`src/rtl/io_peripheral_decoder.sv`:
```
// CPU I/O-space address decoder: selects one of NUM_CH peripheral windows,
// inserts wait states, and answers with a registered data acknowledge or bus error.
module io_peripheral_decoder #(
  parameter int              NUM_CH      = 4,
  parameter logic [15:0]     BASE_ADDR   = 16'h8000,
  parameter int              STRIDE      = 4,
  parameter int              WAIT_STATES = 2,
  parameter int              TIMEOUT     = 255
) (
  input  logic              Clock,
  input  logic              Reset_L,
  input  logic [31:0]       Address,
  input  logic              IOSelect_H,
  input  logic              AS_L,
  input  logic [NUM_CH-1:0] Ready_H,
  output logic [NUM_CH-1:0] Enable_H,
  output logic              DtAck_L,
  output logic              BErr_L
);

  localparam int          IDX_W    = (NUM_CH > 1) ? $clog2(NUM_CH) : 1;
  localparam logic [16:0] TOP_ADDR = 17'(BASE_ADDR) + 17'(NUM_CH << STRIDE);
  localparam logic [8:0]  WS       = 9'(WAIT_STATES);
  localparam logic [7:0]  TO_LAST  = 8'(TIMEOUT - 1);

  localparam logic [1:0] S_IDLE = 2'd0;
  localparam logic [1:0] S_WAIT = 2'd1;
  localparam logic [1:0] S_ACK  = 2'd2;
  localparam logic [1:0] S_ERR  = 2'd3;

  logic [1:0]        state_q, state_d;
  logic [7:0]        cnt_q, cnt_d;
  logic [IDX_W-1:0]  idx_q, idx_d;
  logic [NUM_CH-1:0] en_q, en_d;
  logic              ack_q, ack_d;
  logic              err_q, err_d;

  logic [15:0]      addr_lo;
  logic [15:0]      offset;
  logic [15:0]      off_sh;
  logic [IDX_W-1:0] addr_idx;
  logic             hit;
  logic             wait_done;
  logic             unused_ok;

  assign addr_lo  = Address[15:0];
  assign offset   = addr_lo - BASE_ADDR;
  assign off_sh   = offset >> STRIDE;
  assign addr_idx = off_sh[IDX_W-1:0];
  // 17-bit compare so a window ending exactly at 64K does not wrap
  assign hit = !AS_L && IOSelect_H &&
               ({1'b0, addr_lo} >= {1'b0, BASE_ADDR}) &&
               ({1'b0, addr_lo} <  TOP_ADDR);
  assign wait_done = ({1'b0, cnt_q} + 9'd1) > WS;
  assign unused_ok = ^{Address[31:16], off_sh};

  always_comb begin
    state_d = state_q;
    cnt_d   = cnt_q;
    idx_d   = idx_q;
    en_d    = en_q;
    ack_d   = ack_q;
    err_d   = err_q;
    case (state_q)
      S_IDLE: begin
        en_d  = '0;
        ack_d = 1'b0;
        err_d = 1'b0;
        if (hit) begin
          idx_d           = addr_idx;
          cnt_d           = 8'd0;
          en_d[addr_idx]  = 1'b1;
          state_d         = S_WAIT;
        end
      end
      S_WAIT: begin
        if (AS_L) begin
          state_d = S_IDLE;
          en_d    = '0;
        end else begin
          if (cnt_q != 8'hFF) cnt_d = cnt_q + 8'd1;
          // acknowledge wins over timeout on the same edge
          if (wait_done && Ready_H[idx_q]) begin
            state_d = S_ACK;
            ack_d   = 1'b1;
          end else if (cnt_q == TO_LAST) begin
            state_d = S_ERR;
            err_d   = 1'b1;
          end
        end
      end
      S_ACK, S_ERR: begin
        if (AS_L) begin
          state_d = S_IDLE;
          en_d    = '0;
          ack_d   = 1'b0;
          err_d   = 1'b0;
        end
      end
      default: begin
        state_d = S_IDLE;
        en_d    = '0;
        ack_d   = 1'b0;
        err_d   = 1'b0;
      end
    endcase
  end

  always_ff @(posedge Clock) begin
    if (!Reset_L) begin
      state_q <= S_IDLE;
      cnt_q   <= 8'd0;
      idx_q   <= '0;
      en_q    <= '0;
      ack_q   <= 1'b0;
      err_q   <= 1'b0;
    end else begin
      state_q <= state_d;
      cnt_q   <= cnt_d;
      idx_q   <= idx_d;
      en_q    <= en_d;
      ack_q   <= ack_d;
      err_q   <= err_d;
    end
  end

  assign Enable_H = en_q;
  assign DtAck_L  = ~ack_q;
  assign BErr_L   = ~err_q;

endmodule

```
`config.mk`:
```
export PLATFORM = sky130hd
export DESIGN_NAME = io_peripheral_decoder
export DESIGN_NICKNAME = d
export VERILOG_FILES = /design/src/rtl/io_peripheral_decoder.sv
export SDC_FILE = /design/constraint.sdc
export NUM_CORES = 1
export LEC_CHECK = 0
export CAP_MARGIN = 10
export CORE_UTILIZATION = 56
export CTS_CLUSTER_SIZE = 12
export DETAILED_ROUTE_END_ITERATION = 10
export DONT_BUFFER_PORTS = 1
export PLACE_DENSITY = 0.74
export SETUP_SLACK_MARGIN = 0.15
export SYNTH_ARGS = -nofsm -noshare
export SYNTH_HDL_FRONTEND = slang
export SYNTH_SLANG_ARGS = --single-unit
```
`constraint.sdc`:
```
create_clock -name Clock -period 3.8 [get_ports Clock]
set_input_delay 0.38 -clock Clock [delete_from_list [all_inputs] [get_ports Clock]]
set_output_delay 0.38 -clock Clock [all_outputs]
set_load 0.01 [all_outputs]
```
**Yosys cells after proc, flatten, opt, wreduce, memory -nomap -nowiden**

Cells that the tools add are included.
Widths: inputs -> output; s select.

- $add $sub $neg: 3
- $lt $le $gt $ge: 6
- Eq/ne operators: 14
- Multiplexer cells: 25
- Bitwise gates (word level): 2
- Reduce and logical (&&, ||, !) cells: 15

Operators with widths:

| operator | number |
|---|---|
| $mux 8 | 3 |
| $ge 16x16->1 const B | 1 |
| $lt 16x16->1 const B | 1 |
| $pmux 8 s2 | 1 |
| $ne 2x2->1 const B | 7 |
| $mux 2 | 5 |
| $add 8x1->9 const B | 1 |
| $gt 9x2->1 const B | 1 |
| $add 8x1->8 const B | 1 |
| $eq 8x8->1 const B | 1 |
| $mux 1 | 8 |
| $mux 4 | 2 |
| $ne 8x8->1 const B | 1 |
| $pmux 4 s2 | 1 |
| $reduce_and 4->1 | 2 |
| $lt 2x3->1 const B | 2 |
| $pmux 1 s3 | 2 |
| $pmux 2 s3 | 1 |
| $reduce_and 3->1 | 2 |
| $sub 6x1->6 const B | 1 |
| $logic_and 1x1->1 | 5 |
| $eq 2x2->1 const B | 2 |
| $ne 4x4->1 const B | 1 |
| $reduce_or 3->1 | 1 |
| 11 further kinds | 12 |

- Register bits after elaboration: 18
- Input port bits: 40
- Logic and storage cells: 71

**Longest topological paths before layout**

- Depth in word-level cells: 7
- Mapped depth: 7

**Worst setup path after synthesis**

Ideal clock, no wire load.

- Kind: input to register
- From: in Address[6]
- To: reg cnt_q[3]
- Setup time: 0.071 ns
- Data arrival time: 1.718 ns
- Required time: 3.729 ns
- Path slack: 2.011 ns
- Stages on the path: 7
- Buffers on the path: 2
- Path through: nor4b_1 -> and4_1 -> buf_6 -> nor2b_4 -> buf_6 -> or4_1 -> a21oi_1

- Longest elaborated chain between the ends: 5
- Elaborated cells between the ends (all ways): 6

RTL lines:

| element | RTL line | text |
|---|---|---|
| from (decl) | 12 | `input logic [31:0] Address,` |
| $ge 16x16->1 | 52 | `({1'b0, addr_lo} >= {1'b0, BASE_ADDR}) &&` |
| $logic_and 1x1->1 | 51 | `assign hit = !AS_L && IOSelect_H &&` |
| $logic_and 1x1->1 (*) | 52 |  |
| $ne 2x2->1 (no source line) (*) | n/a |  |
| $reduce_and 4->1 (no source line) (*) | n/a |  |
| to (signal assigned) | 119 | `cnt_q <= cnt_d;` |
| to (decl) | 32 | `logic [7:0] cnt_q, cnt_d;` |

Mark *: on every way between the ends. The rest lies on a longest branch, timed or not.
A chain may end at the register's enable or synchronous reset.

**Worst setup path after layout**

- From: reg cnt_q[0]
- To: reg cnt_q[7]

- Longest elaborated chain between the ends: 4
- Elaborated cells between the ends (all ways): 7

RTL lines:

| element | RTL line | text |
|---|---|---|
| $add 8x1->8 | 81 | `if (cnt_q != 8'hFF) cnt_d = cnt_q + 8'd1;` |
| $mux 8 | 81 |  |
| $mux 8 | 77 | `if (AS_L) begin` |
| $pmux 8 s2 | 64 | `case (state_q)` |

Several ways; a longest one is shown, not always the timed one. The select of a mux whose other input is x is not followed.

==> results.py <==
metrics = {
    "cells_and_area": {
        "final_core_utilization_pct": 61.49,
        "layout.nets": 170,
        "antenna_cells_inserted": 0,
        "final_layout_size_suffix_gt1_share_pct": 7.937,
        "post-route-cell-area_sq_um": 1085,
        "layout_area_growth_over_synthesis_pct": 1.641,
        "fillCellCount": 163,
    },
    "timing": {
        "report.final.slew_viol_count": 0,
        "finalWorstSetupSlack_ns": 1.886,
        "final_critical_period_ns": 1.914,
        "count_of_final_setup_violators": 0,
        "setup_total_negative_slack_ns": 0,
        "relSlewSlack_pct": 68.77,
        "fin_crit_sh_pct": 50.36,
        "finalClockSkew_ns": 0.006081,
        "grt_setup_unrepaired": "false",
        "finalHoldViolations": 0,
        "worst_pin_slew_ns": 0.4655,
        "fmax_mhz": 522.6,
    },
    "clock_network": {
        "maximum_buffer_depth_of_the_clock_tree": 2,
        "cts_root_buffer": "sky130_fd_sc_hd__clkbuf_4",
        "worst_setup_hold_path_clk_slew_ns": 0.11,
        "cts_htree_levels": 1,
        "cts_sinks": 18,
        "hold_buffers": 0,
        "cts_inserted_buffers": 3,
        "post_cts_resize_count": 0,
        "cts_setup_buffers": 0,
        "cts_tree": "done",
        "clk-insertion-delay-late_ns": 0.30,
    },
    "power": {
        "finalPower_mw": 0.3158,
        "netSwitchingFraction_pct": 21.05,
        "p_per_area_nw_per_um2": 291.1,
        "p_int_mw": 0.2494,
        "leakage_nw": 0.3673,
        "pwr-share-clk_pct": 38.2,
        "share_seq_of_total_power_pct": 59.7,
        "power.combinational.fraction_pct": 2.0,
        "irDropWorstVdd_mv": 0.2137,
        "net-switching-power_mw": 0.06647,
    },
    "placement": {
        "gp_routability_congestion": 0.7711,
        "post-dp-hpwl_um": 1452,
        "detailedPlace.worstSlack_ns": 1.818,
        "detailed_place.area_sq_um": 1049,
        "port_buffers": 0,
    },
    "setup_path": {
        "worst_path_largest_cell_delay_ns": 0.48,
        "timing.critical_path.slowest_stage_cell": "sky130_fd_sc_hd__dfxtp_1",
        "worstReg2RegStart": "cnt_q[0]$_SDFFE_PN0P_",
        "cp_cell_sequence": "ha_1 > nand3_1 > o21ai_1 > nor2b_4 > nor2_1 > a211oi_1",
        "critical_path_buf_inv_count": 0,
        "timing.critical_path.arrival_ns": 2.13,
        "critPathTopFamily": "compound AO/OA/AOI/OAI gates",
        "critPathRequiredTime_ns": 4.02,
        "endpoint_kind": "flip-flop",
        "timing.critical_path.depth": 6,
        "critical_path_class": "flip-flop to flip-flop",
        "worstSetupStartpointType": "flip-flop",
        "crit_path_end": "cnt_q[7]$_SDFFE_PN0P_",
        "crit_path_start": "cnt_q[0]$_SDFFE_PN0P_",
        "worst-path-max-fanout": 9,
        "worst_r2r_path_depth": 6,
        "critical_path.reg2reg.endpoint": "cnt_q[7]$_SDFFE_PN0P_",
        "reg2reg_slack_ns": 1.89,
    },
    "grt": {
        "antenna_found_initial": 0,
        "via_count_of_the_first_global_routing_pass": 754,
        "maximum_number_of_pins_on_one_net_before_global_route_repair": 18,
        "grt_overflow": 0,
        "grt_pass1_wl_um": 3222,
        "globalRouteTotalUtil_pct": 21.57,
    },
    "floorplan": {
        "die_footprint_sq_um": 2084,
        "die_height_um": 45.66,
        "start_util_pct": 60.50,
        "width_of_the_die_um": 45.66,
        "num_io_pins": 46,
        "rows": 15,
        "fp.coreArea_sq_um": 1764,
    },
    "synthesis": {
        "post_synth_inst_count": 131,
        "post_synth_num_cell_types": 45,
        "postSynth.asyncResetShare_pct": 0,
        "synth_flop_cell": "sky130_fd_sc_hd__dfxtp_1",
        "syn_avg_cell_area_sq_um": 8.147,
        "synthesis.nets": 174,
        "number_of_flops_mapped_to_enable_cells_by_yosys": 0,
        "synthesis.yosys.warnings": 0,
        "netlist.area_leader.share_pct": 33.76,
        "synth_seq_area_share_pct": 33.76,
        "mappedNetlistArea_sq_um": 1067,
        "ys_seq_elements": 18,
        "synth_largest_area_cell": "sky130_fd_sc_hd__dfxtp_1",
        "post_synth_main_area_contributors": "sky130_fd_sc_hd__dfxtp_1, sky130_fd_sc_hd__nor2_1, sky130_fd_sc_hd__a21oi_1, sky130_fd_sc_hd__ha_1, sky130_fd_sc_hd__nand3_1",
    },
    "detailed_routing": {
        "wire_length_per_cell_after_detailed_routing_um": 13.30,
        "routed_via_density": 6.132,
        "dr.first_iter.drc_count": 20,
        "drt_drc_violations_left": 0,
        "firstDrtPassIters": 4,
        "vias": 926,
        "totalWireLength_um": 2008,
        "drtAntennaViolNets": 0,
    },
    "outcome": {
        "run_status": "complete, no violations",
    },
    "worst_hold_path": {
        "worst_hold_path_type": "primary input to flip-flop",
    },
    "flow_run": {
        "timing.max_cap.violations": 0,
    },
}
==> synthesized netlist by cell type (2+ instances only) <==
library cell                n
sky130_fd_sc_hd__a31oi_1    4
sky130_fd_sc_hd__dfxtp_1   18
sky130_fd_sc_hd__nand3b_1   4
sky130_fd_sc_hd__a21oi_1   10
sky130_fd_sc_hd__nor3_1     4
sky130_fd_sc_hd__a32oi_1    3
sky130_fd_sc_hd__buf_6      2
sky130_fd_sc_hd__nor2_1    18
sky130_fd_sc_hd__a211oi_1   2
sky130_fd_sc_hd__inv_1      7
sky130_fd_sc_hd__nand2_1    4
sky130_fd_sc_hd__o21ai_0    7
sky130_fd_sc_hd__ha_1       3
sky130_fd_sc_hd__mux2i_1    3
sky130_fd_sc_hd__nand3_1    7
sky130_fd_sc_hd__clkbuf_1   5
sky130_fd_sc_hd__and3_1     2
==> kinds of logic after synthesis <==
group / share of synthesized area, %
buf+inv: 7.502
fa+ha+maj: 3.517
flops: 33.76
mux: 4.924
simple gates: 30.13
compound gates: 20.16
==> registers in the layout, indices dropped and copies added (netlist names) <==
signal / cells
Enable_H: 4
cnt_q: 8
ack_q: 1
state_q: 2
err_q: 1
idx_q: 2
==> worst min path at each step <==
stage / cells after the start / endpoint / from / slack (ns)
after floorplan: 2 / err_q$_SDFFE_PN0P_ / err_q$_SDFFE_PN0P_ / 0.43
after global routing: 1 / ack_q$_SDFFE_PN0P_ / Reset_L / 0.22
after CTS: 2 / idx_q[1]$_SDFFE_PN0P_ / Address[5] / 0.23
after detailed placement: 2 / err_q$_SDFFE_PN0P_ / err_q$_SDFFE_PN0P_ / 0.45
final: 2 / idx_q[1]$_SDFFE_PN0P_ / Address[5] / 0.23
after global placement: 2 / err_q$_SDFFE_PN0P_ / err_q$_SDFFE_PN0P_ / 0.44
==> layer usage <==
layer  global-route usage, %  vias to the layer above  wire length, um
met5                       0                        -                0
met1                   29.17                      427              925
li1                        -                      474                -
met2                   33.14                       20              957
met3                   2.381                        5               86
met4                   12.12                        0               38
==> area by class of cell <==
cell class | instances | area, sq um | area share [%]
inverters | 8 | 30.03 | 2.768
flip-flops and latches | 18 | 360.3 | 33.22
well taps | 25 | 31.28 | 2.884
multi-input cells | 96 | 626.9 | 57.79
clock buffers | 4 | 36.28 | 3.345
==> worst register-to-register path: cells and delay by family, from the launching register on <==
family | cells | cell delay [ns]
AO/OA/AOI/OAI | 2 | 0.54
flip-flops | 1 | 0.48
AND/OR/NAND/NOR | 3 | 0.51
adder cells (fa/ha/maj) | 1 | 0.31
==> placed cells by master, fill, tap and decap left out, types with 2 or more instances in the layout <==
cell and n:
sky130_fd_sc_hd__a211oi_1 2, sky130_fd_sc_hd__ha_1 3, sky130_fd_sc_hd__inv_1 7, sky130_fd_sc_hd__nor3_1 4, sky130_fd_sc_hd__nand2_1 4, sky130_fd_sc_hd__nor2_1 18
sky130_fd_sc_hd__a21oi_1 10, sky130_fd_sc_hd__a32oi_1 3, sky130_fd_sc_hd__mux2i_1 3, sky130_fd_sc_hd__a31oi_1 4, sky130_fd_sc_hd__nand3b_1 4, sky130_fd_sc_hd__dfxtp_1 18
sky130_fd_sc_hd__clkbuf_4 3, sky130_fd_sc_hd__and3_1 2, sky130_fd_sc_hd__nand3_1 7, sky130_fd_sc_hd__o21ai_0 7
==> stage by stage <==
stage / hold WS (ns) / std cells
final: 0.2311 / 151
after global placement: 0.4421 / 147
after global routing: 0.2249 / 151
after detailed placement: 0.4498 / 147
after floorplan: 0.4319 / 131
after CTS: 0.2304 / 151
==> power groups by stage <==
| stage | Clock [mW] | Combinational, mW | Sequential [mW] |
|---|---|---|---|
| after floorplan | 0 | 0.00542 | 0.193 |
| after global placement | 0 | 0.00630 | 0.193 |
| final | 0.121 | 0.00647 | 0.189 |
| after CTS | 0.122 | 0.00645 | 0.189 |
| after global routing | 0.131 | 0.00715 | 0.189 |
| after detailed placement | 0 | 0.00646 | 0.193 |
Note: power is estimated with default switching activity, not from simulation.
